**config.mk**
```make
export PLATFORM = sky130hd
export DESIGN_NAME = regfile_wb_scheduler
export DESIGN_NICKNAME = d
export VERILOG_FILES = /design/src/rtl/regfile_wb_scheduler.sv
export SDC_FILE = /design/constraint.sdc
export NUM_CORES = 1
export LEC_CHECK = 0
export ABC_AREA = 1
export CAP_MARGIN = 20
export CORE_MARGIN = 5
export CORE_UTILIZATION = 36
export DETAILED_ROUTE_END_ITERATION = 12
export GPL_TIMING_DRIVEN = 0
export PLACE_DENSITY = 0.69
export SETUP_SLACK_MARGIN = 0.4
export SLEW_MARGIN = 20
export SYNTH_ARGS = -nofsm -noshare
export SYNTH_HDL_FRONTEND = slang
export SYNTH_SLANG_ARGS = --single-unit
```
**constraint.sdc**
```tcl
create_clock -name clk -period 1.7 [get_ports clk]
set_clock_uncertainty 0.05 [all_clocks]
set_input_delay 0.255 -clock clk [delete_from_list [all_inputs] [get_ports clk]]
set_output_delay 0.255 -clock clk [all_outputs]
set_load 0.05 [all_outputs]
```
**src/rtl/regfile_wb_scheduler.sv**
```systemverilog
// regfile_wb_scheduler
//   Write-port scheduler and busy scoreboard for the single-write-port register_file.
//   Two writeback sources (A: ALU, B: load unit) share the one regwr/rd/rddata port
//   under round-robin arbitration. A per-register busy scoreboard keeps the issue
//   stage from reserving a destination that still has a pending writer.
//
// Ports
//   clk, rst                      clock, asynchronous active-high reset
//   a_valid/a_ready/a_rd/a_data   source A writeback handshake
//   b_valid/b_ready/b_rd/b_data   source B writeback handshake
//   issue_valid/issue_ready/issue_rd  destination reservation handshake
//   regwr/rd/rddata               registered write port to register_file
//   busy                          scoreboard, bit i = register i has a pending writer
//   wb_err                        (only with REGFILE_WB_CHECK_EN) sticky flag, a writeback
//                                 hit a non-zero register that was not reserved
//
// Build option: define REGFILE_WB_CHECK_EN to add the wb_err output and its checker.

module regfile_wb_scheduler #(
  parameter int unsigned ADDRSIZE = 4,
  parameter int unsigned WORDSIZE = 8
) (
  input  logic                   clk,
  input  logic                   rst,
  input  logic                   a_valid,
  output logic                   a_ready,
  input  logic [ADDRSIZE-1:0]    a_rd,
  input  logic [WORDSIZE-1:0]    a_data,
  input  logic                   b_valid,
  output logic                   b_ready,
  input  logic [ADDRSIZE-1:0]    b_rd,
  input  logic [WORDSIZE-1:0]    b_data,
  input  logic                   issue_valid,
  output logic                   issue_ready,
  input  logic [ADDRSIZE-1:0]    issue_rd,
  output logic                   regwr,
  output logic [ADDRSIZE-1:0]    rd,
  output logic [WORDSIZE-1:0]    rddata,
`ifdef REGFILE_WB_CHECK_EN
  output logic                   wb_err,
`endif
  output logic [2**ADDRSIZE-1:0] busy
);

  // Round-robin pointer encoding: which source was granted most recently.
  localparam logic SRC_A = 1'b0;
  localparam logic SRC_B = 1'b1;

  logic                   last_q, last_d;
  logic                   grant_a, grant_b;
  logic                   wb_hs, wb_live;
  logic [ADDRSIZE-1:0]    wb_rd;
  logic [WORDSIZE-1:0]    wb_data;
  logic                   issue_hs, issue_live;
  logic [2**ADDRSIZE-1:0] busy_q, busy_d;
  logic                   regwr_q;
  logic [ADDRSIZE-1:0]    rd_q;
  logic [WORDSIZE-1:0]    rddata_q;

  // Grants are combinational; on a tie the source that did not win last time goes.
  always_comb begin
    grant_a = 1'b0;
    grant_b = 1'b0;
    if (!rst) begin
      if (a_valid && b_valid) begin
        grant_a = (last_q == SRC_B);
        grant_b = !grant_a;
      end else begin
        grant_a = a_valid;
        grant_b = b_valid;
      end
    end
  end

  assign a_ready = grant_a;
  assign b_ready = grant_b;

  assign wb_hs   = grant_a || grant_b;
  assign wb_rd   = grant_a ? a_rd   : b_rd;
  assign wb_data = grant_a ? a_data : b_data;
  // x0 writebacks are consumed but never reach the register file or the scoreboard.
  assign wb_live = wb_hs && (wb_rd != '0);

  assign issue_ready = !rst && (!busy_q[issue_rd] || (issue_rd == '0));
  assign issue_hs    = issue_valid && issue_ready;
  assign issue_live  = issue_hs && (issue_rd != '0);

  always_comb begin
    last_d = last_q;
    if (wb_hs) begin
      last_d = grant_a ? SRC_A : SRC_B;
    end
  end

  // Clear and set never hit the same index: issue_ready is low while a bit is set.
  always_comb begin
    busy_d = busy_q;
    if (wb_live) begin
      busy_d[wb_rd] = 1'b0;
    end
    if (issue_live) begin
      busy_d[issue_rd] = 1'b1;
    end
  end

  always_ff @(posedge clk or posedge rst) begin
    if (rst) begin
      last_q   <= SRC_B;
      regwr_q  <= 1'b0;
      rd_q     <= '0;
      rddata_q <= '0;
      busy_q   <= '0;
    end else begin
      last_q  <= last_d;
      regwr_q <= wb_live;
      busy_q  <= busy_d;
      if (wb_live) begin
        rd_q     <= wb_rd;
        rddata_q <= wb_data;
      end
    end
  end

  assign regwr  = regwr_q;
  assign rd     = rd_q;
  assign rddata = rddata_q;
  assign busy   = busy_q;

`ifdef REGFILE_WB_CHECK_EN
  logic wb_err_q;

  always_ff @(posedge clk or posedge rst) begin
    if (rst) begin
      wb_err_q <= 1'b0;
    end else if (wb_live && !busy_q[wb_rd]) begin
      wb_err_q <= 1'b1;
    end
  end

  assign wb_err = wb_err_q;
`endif

endmodule

```
==> run metrics, run 1 <==
clk root buf clkbuf_8; Yosys warnings 0; Setup crit start kind register; violations in the final reports negative setup slack; Crit path largest cell delay between 0.4 and 0.5 ns; fraction of the mapped netlist area in compound gates between 7 and 8%; core outline area approximately 5000 sq um; RSZ-0062 raised after global routing true; multiplexer share of the synthesized area 0%; clock network latency to the later pin of the worst-skew pair 0.30 ns; max_cap viols 0; cell chain of the critical path nand2_1 > nand2_1 > nand2_1 > nand2_1 > nand2_1 > nand2_2 > o21ai_4 > and2_4 > buf_8; share of the cycle needed by the critical path after routing 109%; IR Drop Worst-Case VDD 0.623 mV; hold-fix buffers at CTS 0; router iterations before antenna repair 4; Tot Pwr 3270 uW; kind of end point of the critical path primary output; clock power share a little under a fifth; average size of a mapped cell 6.81 sq um; most numerous cell in the Yosys netlist nand2_1; DRC violation count after routing 0; number of antenna violations at the first check in global routing 0; cell accounting for the most synthesized area dfrtp_1; ranking of synthesized cells by instance count 133 x nand2_1, 29 x dfrtp_1, 26 x nor2_1; top area cells in the synthesized netlist dfrtp_1 39%, nand2_1 27%, nor2_1 5.3%, nand4_1 5.1%, inv_1 4.3%; type of the worst min-delay path in2async; Initial Utilization 36.6%; leftover overflow at the end of global routing 0; proportion of register bits with asynchronous set or reset after synthesis between 90% and 100%; Post-Syn Nets ~300; Least-Margin Pin Slew between 0.4 and 0.5 ns; worst-path maximum fanout 3; status finished, violations left; fillcell total ~430; Leak Pwr approximately 0.0016 uW; clock-pin slew of the registers on the worst-case setup and hold paths about 0.07 ns; min cycle time layout between 1.5 and 2 ns; Max Fclk between 500 and 600 MHz; count of mapped cells out of synthesis around 270; count of flip-flops with a built-in enable after synthesis 0; Rows 26; TritonCTS sink count 30; final-layout setup total negative slack -1.77 ns; ys flop type dfrtp_1; internal power component 1780 uW; summed instance area of the synthesized netlist ~1800 sq um; combinational cell fraction of total power around half; io pins between 60 and 70; sequential group share of total power a little under a third; Buffers & Inverters on Critical Path 1; count of distinct cell types in the synthesized netlist 22; Simple-Gate Fraction of Synth Area roughly 43%; net switching power around 1500 uW; Post-Synth Adder-Cell Area 0%; power density relative to cell area 1030 nW/um^2; data arrival time of the critical path roughly 1.5 ns; wire length per cell after detailed routing ~14 um; routability-driven placement congestion ratio between 0.8 and 0.9; maximum number of pins on one net before global-route repair 40; # H-tree levels 2; total of flip-flops plus latches after synthesis 30; final setup margin -0.147 ns; cell mode on critical path nand2_1; I/O Buffers 63; first-pass GRT wire length between 9000 and 10000 um; main combinational cell family by area after synthesis simple AND/OR/NAND/NOR gates; CTS tree built; number of nets in the final layout between 400 and 500; vias per std cell 4.82; vertical die dimension 81.6 um; Final Hold Violating Endpoints 0; Clock Path Buffers 2; Total Routing Usage GR 19.4%; type of the worst setup path reg2out; WP data required ~1.4 ns; fraction of the yosys area taken by sequential cells between 40% and 50%; max-slew violation total from the final report 0; max-slew headroom at the worst pin 67.1%; vias in the first global route around 2000; first-iteration detailed-routing DRC count 184; fraction of layout cells with a size suffix above 1 47.4%; switching share of power a little under half; Worst path slowest cell dfrtp_2; Layout Area Growth over Synthesis 71.8%; post-detailed-route count of antenna-violating nets 0; number of vias in the routed layout between 2000 and 2500; family with the most delay on the worst path simple AND/OR/NAND/NOR gates; proportion of netlist area held by the largest area contributor 39.3%; area enclosed by the die boundary ~6700 sq um; final setup vio count 25; HPWL after DPL ~4000 um; Die Wd 81.6 um; Antenna diodes 0; number of CTS-inserted buffers 5; xor and xnor area share after synthesis 0%; final wirelength ~6300 um
## worst min-delay path, cell delays in order
cell           delay (ns)
dlygate4sd2_1        0.28
clkinv_1             0.17
clkbuf_4             0.50
## routing by layer
metal	vias to the layer above	share of wire, %	track usage, %
li1	1042	-	-
met1	965	41	25.7
met2	91	49	30.0
met3	27	6.1	3.29
met4	0	3.9	11.1
met5	-	0	0
## flip-flops by register name (all words and copies together) (netlist names)
register	flops
busy	16
last_q	1
rd	4
rddata	8
regwr	1
## layout make-up
| class | instances | area [sq um] | area share (%) |
|---|---|---|---|
| plain buffers | 9 | 96.3 | 3.04 |
| clock buffers | 6 | 82.6 | 2.60 |
| clock inverters | 2 | 12.5 | 0.395 |
| inverters | 26 | 113 | 3.55 |
| multi-input cells | 206 | 1190 | 37.7 |
| flip-flops and latches | 30 | 772 | 24.3 |
| well taps | 70 | 87.6 | 2.76 |
| repair buffers | 90 | 796 | 25.1 |
| repair inverters | 2 | 16.3 | 0.513 |
## per-stage QoR
| stage | instance area (sq um) | worst slack (ns) | hold WS (ns) | util, % | std cells |
|---|---|---|---|---|---|
| after floorplan | 1890 | 0.0795 | 0.384 | - | 271 |
| after detailed placement | 2610 | -1.09 | 0.414 | 51.8 | 404 |
| after CTS | 2930 | -0.125 | 0.417 | 58.0 | 432 |
| final | 3170 | -0.147 | 0.409 | 62.9 | 441 |
| after global routing | 3170 | -0.225 | 0.440 | 62.9 | 441 |
| after global placement | 2610 | -1.08 | 0.407 | 51.8 | 404 |
## layout by cell type (no fill, tap or decap)
| cell | instances |
|---|---|
| nand2_1 | 93 |
| nor2_4 | 6 |
| inv_2 | 6 |
| clkinvlp_4 | 2 |
| nor2_1 | 21 |
| clkbuf_8 | 6 |
| inv_1 | 15 |
| o21ai_4 | 4 |
| clkbuf_1 | 1 |
| buf_8 | 6 |
| clkdlybuf4s15_2 | 1 |
| clkbuf_4 | 3 |
| buf_16 | 1 |
| nand3_2 | 1 |
| nand4_1 | 15 |
| inv_8 | 1 |
| inv_6 | 1 |
| o31ai_1 | 1 |
| dlygate4sd2_1 | 3 |
| clkinv_1 | 1 |
| dfrtp_2 | 16 |
| nand2_4 | 15 |
| nor2_2 | 1 |
| clkdlybuf4s50_1 | 27 |
| dfstp_2 | 1 |
| buf_2 | 25 |
| clkinv_2 | 1 |
| buf_4 | 19 |
| o21a_1 | 1 |
| o21ai_2 | 10 |
| nand3_4 | 1 |
| o31ai_2 | 1 |
| buf_12 | 3 |
| o21ai_1 | 4 |
| buf_6 | 10 |
| and2_4 | 1 |
| inv_4 | 3 |
| nand2_2 | 31 |
| dfrtp_1 | 13 |
## logic make-up after synthesis
group / after synthesis
AND/OR/NAND/NOR: 185
buffers and inverters: 35
flip-flops: 30
AO/OA/AOI/OAI: 21
## what timing repair did
action	in CTS	in global routing
pin swaps	17	24
resized for setup	224	63
gates cloned	3	0
setup buffers	17	9
endpoints found under the setup margin	90	34
## worst paths after layout
path                                to      start  slack (ns)  cells past startpoint
hold reg to reg              rddata[2]  rddata[2]        0.42                      2
hold / removal                busy[10]        rst        0.41                      3
setup reg to reg             rddata[6]     last_q       -0.12                     13
setup / recovery           issue_ready   busy[13]       -0.15                      9
max in group asynchronous       last_q        rst        0.82                      3
min in group clk             rddata[2]  rddata[2]        0.42                      2
## power by group through the flow
stage | registers [uW] | logic (uW) | clock network, uW
final | 1020 | 1640 | 616
after global routing | 1040 | 1750 | 659
after CTS | 996 | 1450 | 627
after detailed placement | 1010 | 1430 | 0
after global placement | 1010 | 1430 | 0
after floorplan | 1520 | 423 | 0
Note: power is estimated with default switching activity, not from simulation.
==> run 2: changes to the inputs <==
- clock period: 1.7 -> 1.6 ns (I/O delays scaled with it)
==> run 2 against run 1 <==
Compared with the run above:
- clock power shrank 4.5%
- design area grew 7.6%
- the run still ends with negative setup slack left
- first-iteration DRC count decreased by 0.54%
- setup slack worse by 0.11 ns
==> run metrics, run 2 (synthesis gave the netlist of run 1 again) <==
hold-fix buffers at CTS 0; power density relative to cell area approximately 1100 nW/um^2; Final Hold Violating Endpoints 0; clock-pin slew of the registers on the worst-case setup and hold paths 0.06 ns; Least-Margin Pin Slew roughly 0.51 ns; Setup crit start kind register; vias per std cell a little under 5; min cycle time layout roughly 1.9 ns; leftover overflow at the end of global routing 0; CTS tree built; WP data required between 1.5 and 2 ns; number of cell instances on the worst register-to-register path 11; Rows 26; max-slew violation total from the final report 0; data arrival time of the critical path 1.98 ns; share of the cycle needed by the critical path after routing 116%; type of the worst setup path reg2reg; area enclosed by the die boundary roughly 6700 sq um; RSZ-0062 raised after global routing true; # H-tree levels 2; post-detailed-route count of antenna-violating nets 0; Antenna diodes 0; first-iteration detailed-routing DRC count between 150 and 200; router iterations before antenna repair 4; Initial Utilization between 30% and 40%; vias in the first global route 1969; Total Routing Usage GR 18.6%; fraction of layout cells with a size suffix above 1 48.0%; final wirelength between 6000 and 7000 um; wire length per cell after detailed routing between 15 and 20 um; number of antenna violations at the first check in global routing 0; Layout Area Growth over Synthesis 84.8%; IR Drop Worst-Case VDD between 0.6 and 0.7 mV; kind of end point of the critical path register; Largest register FFs 16; routability-driven placement congestion ratio 0.882; core outline area slightly above 5000 sq um; worst hold margin between 0.4 and 0.5 ns; status finished, violations left; Die Wd ~82 um; I/O Buffers 63; TritonCTS sink count 30; Clock Path Buffers 2; number of CTS-inserted buffers 5; fillcell total about 390; number of vias in the routed layout around 2200; clock network latency to the later pin of the worst-skew pair 0.28 ns; final setup margin -0.254 ns; violations in the final reports negative setup slack; first-pass GRT wire length between 9000 and 10000 um; io pins between 60 and 70; commonest non-fill, non-tap cell in the layout nand2_1; top library cells by usage in the layout, fill and taps aside 91 x nand2_1, 33 x nand2_2, 28 x buf_6, 26 x clkdlybuf4s50_1, 23 x buf_4; maximum number of pins on one net before global-route repair 40; type of the worst min-delay path reg2reg; max_cap viols 0; clk root buf clkbuf_8; worst-path maximum fanout 6; final setup vio count 30; DRC violation count after routing 0; max-slew headroom at the worst pin 66.3%; number of nets in the final layout a little over 400; Leak Pwr ~0.0017 uW; Max Fclk between 500 and 600 MHz; HPWL after DPL 3960 um; WHS Path Cells 2; vertical die dimension roughly 82 um; final core utilization between 60% and 70%
run 2: changes by cell type in the layout (fill, tap and decap cells not counted), moves of 3 or more:
cell and delta:
buf_2 -20, buf_4 +4, buf_6 +18, clkbuf_1 +3, clkbuf_4 +3, nand2_4 -3, nand2_8 +4, o21ai_1 +3
o21ai_2 -4
run 2: cell type report:
| cell class | count | area (sq um) | area share [%] |
|---|---|---|---|
| buffer | 9 | 96.3 | 2.82 |
| clock buffer | 8 | 80.1 | 2.35 |
| inverter | 26 | 125 | 3.67 |
| multi-input combinational | 207 | 1250 | 36.6 |
| sequential | 30 | 772 | 22.6 |
| tap | 70 | 87.6 | 2.57 |
| timing repair buffer | 98 | 991 | 29.1 |
| timing repair inverter | 1 | 8.76 | 0.257 |
run 2: worst paths after layout:
| kind | startpoint | endpoint | slack (ns) |
|---|---|---|---|
| hold reg to reg | rddata[1] | rddata[1] | 0.43 |
| max in group asynchronous | rst | busy[4] | 0.68 |
| hold / removal | rddata[1] | rddata[1] | 0.43 |
| setup / recovery | last_q | rddata[6] | -0.25 |
| min in group asynchronous | rst | busy[10] | 0.45 |
| setup reg to reg | last_q | rddata[6] | -0.25 |
run 2: worst max-delay path, cell delays in order, from the launching register on:
cell	delay (ns)
dfstp_2	0.53
inv_2	0.05
nand2_4	0.07
nand2_8	0.09
buf_6	0.14
o21ai_4	0.21
nor2_4	0.07
nand2_2	0.12
nand2_4	0.11
clkbuf_16	0.19
nand2_2	0.06
nand2_1	0.05
run 2: repair_timing:
item | 4_1_cts | 5_1_grt
gates cloned | 1 | 3
pin swaps | 18 | 31
resized for setup | 236 | 110
endpoints found under the setup margin | 90 | 56
buffers inserted | 18 | 15
run 2: layer usage:
metal / global-route usage (%) / wire length, um / up-vias / part of all wire [%]
li1: - / - / 1065 / -
met1: 24.3 / 2760 / 1029 / 41
met2: 29.9 / 3310 / 98 / 49
met3: 4.17 / 436 / 27 / 6.4
met4: 7.31 / 254 / 0 / 3.8
met5: 0 / 0 / - / 0
run 2: power breakdown:
part / total, uW / internal [uW] / switching [uW] / leakage [uW]
clock: 588 / 308 / 280 / 0.0000395
sequential: 1100 / 943 / 159 / 0.000353
combinational: 1990 / 795 / 1190 / 0.00129
total: 3680 / 2050 / 1630 / 0.00168
run 2: metrics by stage:
stage | area [sq um] | setup slack (ns) | power, uW | std cells | TNS, ns
after detailed placement | 2610 | -1.17 | 2600 | 404 | -21.93
after global placement | 2610 | -1.17 | 2580 | 404 | -21.03
after CTS | 2910 | -0.196 | 3240 | 431 | -2.85
after global routing | 3410 | -0.300 | 3860 | 449 | -6.71
after floorplan | 1890 | -0.0205 | 2060 | 271 | -0.193
final | 3410 | -0.254 | 3680 | 449 | -4.92
